**src/rtl/convertidor_pkg.sv**
```systemverilog
// Shared types and constants for the serial double-dabble BCD converter:
// FSM state encoding, add-3 threshold and active-low 7-segment patterns.
package convertidor_pkg;

  typedef enum logic [1:0] {
    IDLE  = 2'd0,
    SHIFT = 2'd1,
    DONE  = 2'd2
  } state_e;

  localparam logic [3:0] BCD_ADD3_LIMIT = 4'd5;

  // Active-low, bit order gfedcba; codes 10..15 never occur and show blank.
  localparam logic [6:0] SEG7_LUT [16] = '{
    7'b1000000, 7'b1111001, 7'b0100100, 7'b0110000,
    7'b0011001, 7'b0010010, 7'b0000010, 7'b1111000,
    7'b0000000, 7'b0010000, 7'b1111111, 7'b1111111,
    7'b1111111, 7'b1111111, 7'b1111111, 7'b1111111
  };

  function automatic logic [3:0] add3_digit(input logic [3:0] d);
    return (d >= BCD_ADD3_LIMIT) ? d + 4'd3 : d;
  endfunction

  function automatic longint unsigned pow10(input int n);
    longint unsigned r;
    r = 1;
    for (int i = 0; i < n; i++) r = r * 10;
    return r;
  endfunction

endpackage

```
**src/rtl/convertidor_bcd_serial_seg7.sv**
```systemverilog
// One BCD digit to active-low 7-segment pattern (gfedcba), used only
// when CONVERTIDOR_SEG7_EN is defined.
module decodificador_7seg
  import convertidor_pkg::*;
(
  input  logic [3:0] bcd_i,
  output logic [6:0] seg_o
);

  assign seg_o = SEG7_LUT[bcd_i];

endmodule

```
**src/rtl/convertidor_bcd_serial.sv**
```systemverilog
// Serial double-dabble converter: magnitude + sign in, packed BCD + display sign out,
// one bit per clock. Optional 7-segment outputs with CONVERTIDOR_SEG7_EN.
module convertidor_bcd_serial
  import convertidor_pkg::*;
#(
  parameter int N      = 4,
  parameter int DIGITS = 2
) (
  input  logic                clk,
  input  logic                rst,
  input  logic                in_valid,
  output logic                in_ready,
  input  logic [N-1:0]        mag,
  input  logic                neg,
  output logic                out_valid,
  input  logic                out_ready,
  output logic [4*DIGITS-1:0] bcd,
  output logic                neg_out,
  output state_e              dbg_state
`ifdef CONVERTIDOR_SEG7_EN
  ,
  output logic [7*DIGITS-1:0] seg
`endif
);

  localparam int BW = 4 * DIGITS;
  localparam int CW = (N > 1) ? $clog2(N) : 1;

  if (pow10(DIGITS) <= ((64'd1 << N) - 64'd1)) begin : g_digits_check
    $error("convertidor_bcd_serial: DIGITS too small for N-bit magnitude");
  end

  // Handshake: a transfer happens on a rising edge where valid and ready are
  // both high; in_ready only in IDLE, out_valid only in DONE, no buffering.
  state_e          state_q, state_d;
  logic [N-1:0]    sr_q, sr_d;
  logic [BW-1:0]   acc_q, acc_d;
  logic [CW-1:0]   cnt_q, cnt_d;
  logic [BW-1:0]   bcd_q, bcd_d;
  logic            neg_out_q, neg_out_d;
  logic            neg_pend_q, neg_pend_d;
  logic [BW-1:0]   adj;

  assign in_ready  = (state_q == IDLE) && !rst;
  assign out_valid = (state_q == DONE);
  assign bcd       = bcd_q;
  assign neg_out   = neg_out_q;
  assign dbg_state = state_q;

  always_comb begin
    state_d    = state_q;
    sr_d       = sr_q;
    acc_d      = acc_q;
    cnt_d      = cnt_q;
    bcd_d      = bcd_q;
    neg_out_d  = neg_out_q;
    neg_pend_d = neg_pend_q;
    adj        = '0;
    for (int i = 0; i < DIGITS; i++) adj[4*i +: 4] = add3_digit(acc_q[4*i +: 4]);

    case (state_q)
      IDLE: begin
        if (in_valid && in_ready) begin
          state_d    = SHIFT;
          sr_d       = mag;
          neg_pend_d = neg && (mag != '0);
          acc_d      = '0;
          cnt_d      = '0;
        end
      end
      SHIFT: begin
        acc_d = {adj[BW-2:0], sr_q[N-1]};
        sr_d  = sr_q << 1;
        cnt_d = cnt_q + CW'(1);
        // The published result is the accumulator after this final shift.
        if (cnt_q == CW'(N - 1)) begin
          state_d   = DONE;
          bcd_d     = acc_d;
          neg_out_d = neg_pend_q;
        end
      end
      DONE: begin
        if (out_ready) state_d = IDLE;
      end
      default: state_d = IDLE;
    endcase
  end

  always_ff @(posedge clk) begin
    if (rst) begin
      state_q    <= IDLE;
      sr_q       <= '0;
      acc_q      <= '0;
      cnt_q      <= '0;
      bcd_q      <= '0;
      neg_out_q  <= 1'b0;
      neg_pend_q <= 1'b0;
    end else begin
      state_q    <= state_d;
      sr_q       <= sr_d;
      acc_q      <= acc_d;
      cnt_q      <= cnt_d;
      bcd_q      <= bcd_d;
      neg_out_q  <= neg_out_d;
      neg_pend_q <= neg_pend_d;
    end
  end

`ifdef CONVERTIDOR_SEG7_EN
  for (genvar g = 0; g < DIGITS; g++) begin : g_seg
    decodificador_7seg u_dec (
      .bcd_i (bcd_q[4*g +: 4]),
      .seg_o (seg[7*g +: 7])
    );
  end
`endif

endmodule

```
**config.mk**
```make
export PLATFORM = sky130hd
export DESIGN_NAME = convertidor_bcd_serial
export DESIGN_NICKNAME = d
export VERILOG_FILES = /design/src/rtl/convertidor_pkg.sv /design/src/rtl/convertidor_bcd_serial_seg7.sv /design/src/rtl/convertidor_bcd_serial.sv
export SDC_FILE = /design/constraint.sdc
export NUM_CORES = 1
export LEC_CHECK = 0
export CORE_UTILIZATION = 45
export CTS_CLUSTER_DIAMETER = 150
export CTS_CLUSTER_SIZE = 8
export DETAILED_ROUTE_END_ITERATION = 6
export PLACE_DENSITY = 0.73
export SLEW_MARGIN = 20
export SYNTH_ARGS = -nofsm -noshare
export SYNTH_HDL_FRONTEND = slang
export SYNTH_SLANG_ARGS = --single-unit
```
**constraint.sdc**
```tcl
create_clock -name clk -period 4.44 [get_ports clk]
set_input_delay 0.888 -clock clk [delete_from_list [all_inputs] [get_ports clk]]
set_output_delay 0.888 -clock clk [all_outputs]
set_load 0.02 [all_outputs]
```
# After elaboration in Yosys (flattened, before gate mapping)
# Index checks and enable logic that the tools add are counted.
classes:
  add_sub_neg: 3
  order_cmp: 2
  shifts: 0
  reduce_logical: 11
  mux: 12
  n_bitwise: 0
  n_eq_ne: 6
  n_mul: 0
  div: 0
ops:
  columns: ["operator", "n"]
  rows:
  - ["$pmux W8 S2", 1]
  - ["$ge A4 B3 Y1 const B", 2]
  - ["$mux W2", 4]
  - ["$mux W4", 2]
  - ["$mux W8", 1]
  - ["$pmux W4 S2", 1]
  - ["$pmux W2 S3", 1]
  - ["$reduce_and A2 Y1", 3]
  - ["$add A4 B2 Y4 const B", 1]
  - ["$eq A2 B2 Y1 const B", 2]
  - ["$ne A2 B1 Y1 const B", 2]
  - ["$pmux W2 S2", 1]
  - ["$reduce_bool A4 Y1", 1]
  - ["$add A3 B2 Y3 const B", 1]
  - ["$logic_and A1 B1 Y1", 3]
  - ["$mux W3", 1]
  - ["$reduce_and A3 Y1", 1]
  - ["$add A2 B1 Y2 const B", 1]
  - ["$eq A2 B1 Y1 const B", 1]
  - ["$logic_not A2 Y1", 1]
  - ["$ne A2 B2 Y1 const B", 1]
  - ["$reduce_bool A2 Y1", 1]
  - ["$logic_not A1 Y1", 1]
word_totals:
  inputBits: 9
  ff_bits: 26
  latch_bits: 0
  ram_bits: 0
  word_cells: 41
  romBits: 0
  memories: 0

# Longest topological paths before layout
# Gate-level depths: netlist of the first run.
depth:
  depth_word: 5
  mapped_depth: 7
  ltp_nobuf: 6

# Worst setup path before layout of the first run
# OpenSTA, ideal clock, no wires.
synth_path:
  path_type: "input to output"
  startpoint: "in rst"
  endpoint: "out in_ready"
  stages: 3
  path_buffers: 2
  arrival_time_ns: 1.685
  slack_ns: 1.867
  required_ns: 3.552
  path_cell_list: "clkbuf_1 -> buf_2 -> nor3_1"
synth_between:
  elab_chain_len: 2
synth_lines:
  columns: ["element", "line", "text"]
  rows:
  - ["start, declared", "convertidor_bcd_serial.sv:10", "input logic rst,"]
  - ["$logic_not A1 Y1", "convertidor_bcd_serial.sv:44", "assign in_ready = (state_q == IDLE) && !rst;"]
  - ["$logic_and A1 B1 Y1", "convertidor_bcd_serial.sv:44", null]
  - ["end, declared", "convertidor_bcd_serial.sv:12", "output logic in_ready,"]
# Every way passes these cells.

# Final worst setup path of the first run
# Ends and elaborated chain as after synthesis.

==> qor.txt, run 1 <==
status - finished, final reports clean
Antenna Diode Count - 0
minimum clock period after layout - 2.95 ns
clock slew at reported path FFs - 0.13 ns
Unique masters post-synth - 36
CTS hold repair buffers - 0
skew final - 0.00161 ns
Peak supply drop - 0.000197 V
H-tree levels - 1
Setup WS post-layout - 1.49 ns
WL/cell - 13.0 um
worst skew pair latency - 0.31 ns
Die X - 54.5 um
gr ovfl total - 0
Cell Area, Synth - 1240 sq um
Critical Path Fanout Max - 2
GPL Wtd Cong - 0.805
Relative slew margins - 68.8%
Critical Path, Cell by Cell - clkdlybuf4s50_1 > nor3_1 > clkdlybuf4s50_1
share of post-route cells with drive strength above 1 - 8.39%
via count - 1,010
total track usage - 18.8%
Starting Density - 48.7%
RSZ-0062 raised after global routing - no
area grow syn2layout - 17.5%
post_cts resized - 0
DRC - 0
clk buf depth - 2
Leakage - 0.495 nW
critical path endpoint - in_ready
Slowest-stage cell, CP - clkdlybuf4s50_1
r2r setup slk - 2.82 ns
CTS tree - built
crit-path leading delay family - buffers and inverters
I/O Pins - 22
reg2reg path depth - 6
number of setup buffers added after CTS - 0
Num CTS Buffers - 3
vias in the first global route - 898
Nets - 171
crit path DAT - 2.06 ns
clock root buffer - clkbuf_4
Synth Instances - 138
Worst-Margin Slew - 0.468 ns
Worst path most repeated cell - clkdlybuf4s50_1
#FFs+latches synth - 26
drt initial violations - 15
Setup-failing EPs final - 0
PwrDens - 267 nW/um^2
Area contributors post-synth - dfxtp_1 (42%), ha_1 (5.1%), a21oi_1 (4.8%)
ys flop type - dfxtp_1
YS warnings - 0
Tcrit/Tclk final - 66.5%
port bufs - 21
Post-Route WL - 2.41 mm
vias per std cell - 5.46
DP HPWL - 1.75 mm
post-route ant nets - 0
first-pass GRT wire length - 3.93 mm
Worst R2R Start - acc_q[0]
sequential-to-total area share from yosys stat - 42.0%
Hold Crit Class - register to register
Setup TNS Final - 0 ns
Final Hold Vio Count - 0
height of the die - 54.5 um
ys async rst share - 0%
FP Rows - 18
post-place setup slack - 1.50 ns
Hold WS - 0.467 ns
Worst Setup End Kind - primary output
Placeable Area - 2540 sq um
Mapped Nets - 152
Die Area - 2970 sq um
top-count cell post-synth - dfxtp_1
critical path's largest stage delay - 0.63 ns
Critical R2R Capture - acc_q[2]
Critical Path Source - rst
biggest area consumer among synthesized cells - dfxtp_1
Slew Viols, Final - 0
clock sinks - 26
EDFF count, synth - 0
WS Path Type - input pin to primary output
initial antenna violation count - 0
Worst Path Buf+Inv - 2
max cap viols - 0
CP Depth - 3
CP required - 3.55 ns
Initial DRT Pass Iterations - 4
startpoint types - input pin
fmax - 339 MHz
top-area cell type share of the netlist area - 42.0%
pin count of the biggest net entering global routing - 30
synth cell count leaders - dfxtp_1 (26), a21oi_1 (12), nor2_1 (12), nand2_1 (10), inv_1 (7)
syn avg cell area - 8.98 sq um
layout make-up:
| class | instances | area, sq um |
|---|---|---|
| inverters | 7 | 26.3 |
| flip-flops and latches | 26 | 520 |
| clock buffers | 3 | 22.5 |
| fillers | 228 | 1090 |
| repair buffers | 22 | 218 |
| well taps | 30 | 37.5 |
| multi-input cells | 97 | 631 |
registers in the layout, summed over array words and instances, names as in the netlist:
name        flops
acc_q           8
neg_out         1
dbg_state       2
neg_pend_q      1
sr_q            4
cnt_q           2
bcd             8
where the power goes:
| part | leakage, nW | internal (W) | switching, W |
|---|---|---|---|
| clock | 0.0138 | 0.0000317 | 0.0000654 |
| sequential | 0.211 | 0.000239 | 0.00000542 |
| combinational | 0.270 | 0.0000219 | 0.0000250 |
worst min-delay path by stage:
stage | from | end | slack [ns] | depth (start not counted)
6_report | bcd[0] | bcd[0] | 0.47 | 2
5_1_grt | bcd[0] | bcd[0] | 0.50 | 2
4_1_cts | bcd[0] | bcd[0] | 0.47 | 2
3_5_place_dp | neg_out | neg_out | 0.45 | 2
3_3_place_gp | bcd[0] | bcd[0] | 0.45 | 2
2_1_floorplan | neg_pend_q | neg_out | 0.43 | 2
placed cells by master (no fill, tap or decap), types with 5 or more instances in the layout:
cell,netlist,layout
nor3_1,6,6
nand2_1,10,10
clkdlybuf4s50_1,0,21
nand2b_1,5,5
nor2_1,12,12
ha_1,5,5
inv_1,7,7
a21oi_1,12,12
o32ai_1,5,5
dfxtp_1,26,26
metrics by stage:
step | instance area [sq um] | std cells | power [W] | utilization [%]
finish | 1460 | 185 | 0.000389 | 57.2
detailed placement | 1430 | 182 | 0.000297 | 56.3
global placement | 1430 | 182 | 0.000296 | 56.3
floorplan | 1240 | 138 | 0.000283 | -
global route | 1460 | 185 | 0.000407 | 57.2
CTS | 1460 | 185 | 0.000395 | 57.2
per-layer routing:
layer	up-vias	wire, um	global-route usage (%)
li1	526	-	-
met1	455	1120	22.6
met2	25	1180	32.3
met3	4	75	2.78
met4	0	37	9.40
met5	-	0	0
worst min-delay path, delay by kind of cell (launching register included):
kind	cells	cell delay, ns
flops	1	0.33
compound gates	1	0.05
simple gates	1	0.05
cells by family (layout without fill, tap and decap cells):
family	Yosys count	after routing	share of synthesized area, %
AND/OR/NAND/NOR	51	51	22.8
AO/OA/AOI/OAI	37	37	19.8
flip-flops	26	26	42.0
buffers and inverters	15	32	7.07
adder cells (fa/ha/maj)	5	5	5.05
XOR/XNOR	2	2	1.41
multiplexers	2	2	1.82
Power figures use the tool's default switching activity.
==> inputs of run 2 (changes only) <==
Settings changed: PLACE_DENSITY 0.73 to 0.76.
Clock period 4.44 ns to 2.65 ns, I/O delays scaled along.
==> qor.txt, run 2 (synthesis results as in run 1) <==
Num CTS Buffers - 3 (unchanged)
Hold WS - 0.470 ns (+0.00305 ns)
post-route ant nets - 0 (unchanged)
Die Area - 2970 sq um (unchanged)
height of the die - 54.5 um (unchanged)
port bufs - 21 (unchanged)
Peak supply drop - 0.000297 V (+51%)
Placeable Area - 2540 sq um (unchanged)
clk buf depth - 2 (unchanged)
Final Hold Vio Count - 0 (unchanged)
vias in the first global route - 929 (+3.5%)
GPL Wtd Cong - 0.810 (+0.60%)
max cap viols - 0 (unchanged)
worst skew pair latency - 0.32 ns (about the same)
most common cell after layout, fill and taps aside - dfxtp_1
gr ovfl total - 0 (unchanged)
pin count of the biggest net entering global routing - 30 (unchanged)
initial antenna violation count - 0 (unchanged)
CP required - 2.12 ns (-1.43 ns)
Post-Route WL - 2.40 mm (-0.33%)
Starting Density - 48.7% (unchanged)
Critical Path Fanout Max - 12 (+10)
Setup TNS Final - 0 ns (unchanged)
Worst Setup End Kind - primary output
RSZ-0062 raised after global routing - no
Initial DRT Pass Iterations - 4 (unchanged)
Worst R2R Start - acc_q[0]
first-pass GRT wire length - 4.04 mm (+2.6%)
WS Path Type - register to primary output
skew final - 0.00323 ns (+0.00162 ns)
Setup-failing EPs final - 0 (unchanged)
drt initial violations - 11 (-4)
crit path DAT - 1.72 ns (-0.34 ns)
FP Rows - 18 (unchanged)
CTS hold repair buffers - 0 (unchanged)
I/O Pins - 22 (unchanged)
fmax - 444 MHz
reg2reg path depth - 6 (unchanged)
total track usage - 19.1% (+0.32 points)
CTS tree - built
startpoint types - register
via count - 1,042 (+3.2%)
area grow syn2layout - 18.6%
number of setup buffers added after CTS - 0 (unchanged)
Relative slew margins - 68.4% (-0.40 points)
Fillers - 227 (-0.44%)
Leakage - 0.502 nW (+1.5%)
H-tree levels - 1 (unchanged)
Slew Viols, Final - 0 (unchanged)
Critical R2R Capture - acc_q[2]
Die X - 54.5 um (unchanged)
Hold Crit Depth - 2 (unchanged)
share of post-route cells with drive strength above 1 - 8.97% (+0.59 points)
Antenna Diode Count - 0 (unchanged)
DRC - 0 (unchanged)
clock root buffer - clkbuf_4
Tcrit/Tclk final - 85.1%
WL/cell - 12.9 um (-0.87%)
Hold Crit Class - register to register
most frequent cells in the layout - dfxtp_1 (26), clkdlybuf4s50_1 (21), a21oi_1 (12), nor2_1 (12), nand2_1 (10)
Nets - 171 (unchanged)
Hold Startpoint - bcd[0]
post_cts resized - 0 (unchanged)
minimum clock period after layout - 2.25 ns
vias per std cell - 5.60 (+2.6%)
r2r setup slk - 0.99 ns (-1.83 ns)
Worst-Margin Slew - 0.474 ns (+0.00605 ns)
clock slew at reported path FFs - 0.14 ns (about the same)
status - finished, final reports clean
DP HPWL - 1.78 mm (+1.8%)
Worst Hold Path EP - bcd[0]
PwrDens - 469 nW/um^2 (+75%)
clock sinks - 26 (unchanged)
-- run 2: power breakdown --
part	total [W]	switching [W]	internal [W]
logic	0.0000796	0.0000429	0.0000367
registers	0.000410	0.00000921	0.000401
clock network	0.000198	0.000114	0.0000840
-- run 2: how the worst max path moves through the flow --
stage            startpoint         to  slack, ns  cells past startpoint
6_report       dbg_state[1]  out_valid       0.40                      2
3_3_place_gp            rst   in_ready       0.42                      3
3_5_place_dp            rst    sr_q[2]       0.41                      6
5_1_grt        dbg_state[1]  out_valid       0.29                      2
2_1_floorplan           rst   in_ready       0.79                      3
4_1_cts        dbg_state[1]  out_valid       0.37                      2
-- run 2: cell type report --
class	instances	area [sq um]	share of cell area, %
clock buffer	4	36.3	2.47
inverter	7	26.3	1.79
multi-input combinational	97	631	42.9
sequential	26	520	35.4
tap	30	37.5	2.56
timing repair buffer	22	218	14.8
-- run 2: per-stage QoR --
stage	total power (W)	instances	cell area [sq um]	utilization, %	setup WS, ns
after floorplan	0.000474	138	1240	-	0.793
after global placement	0.000495	182	1430	56.3	0.416
after detailed placement	0.000498	182	1430	56.3	0.414
after CTS	0.000695	186	1470	57.7	0.373
after global routing	0.000718	186	1470	57.7	0.293
final	0.000688	186	1470	57.7	0.396
-- run 2: layer usage --
layer | track usage, % | vias up | share of wire, %
met4 | 6.41 | 0 | 0.50
met5 | 0 | - | 0
met3 | 2.78 | 2 | 3.5
li1 | - | 527 | -
met1 | 23.2 | 488 | 47
met2 | 34.1 | 25 | 49
-- run 2: critical path: stages, from the launching register on --
cell             delay, ns
dfxtp_1               0.60
and2b_1               0.21
clkdlybuf4s50_1       0.60
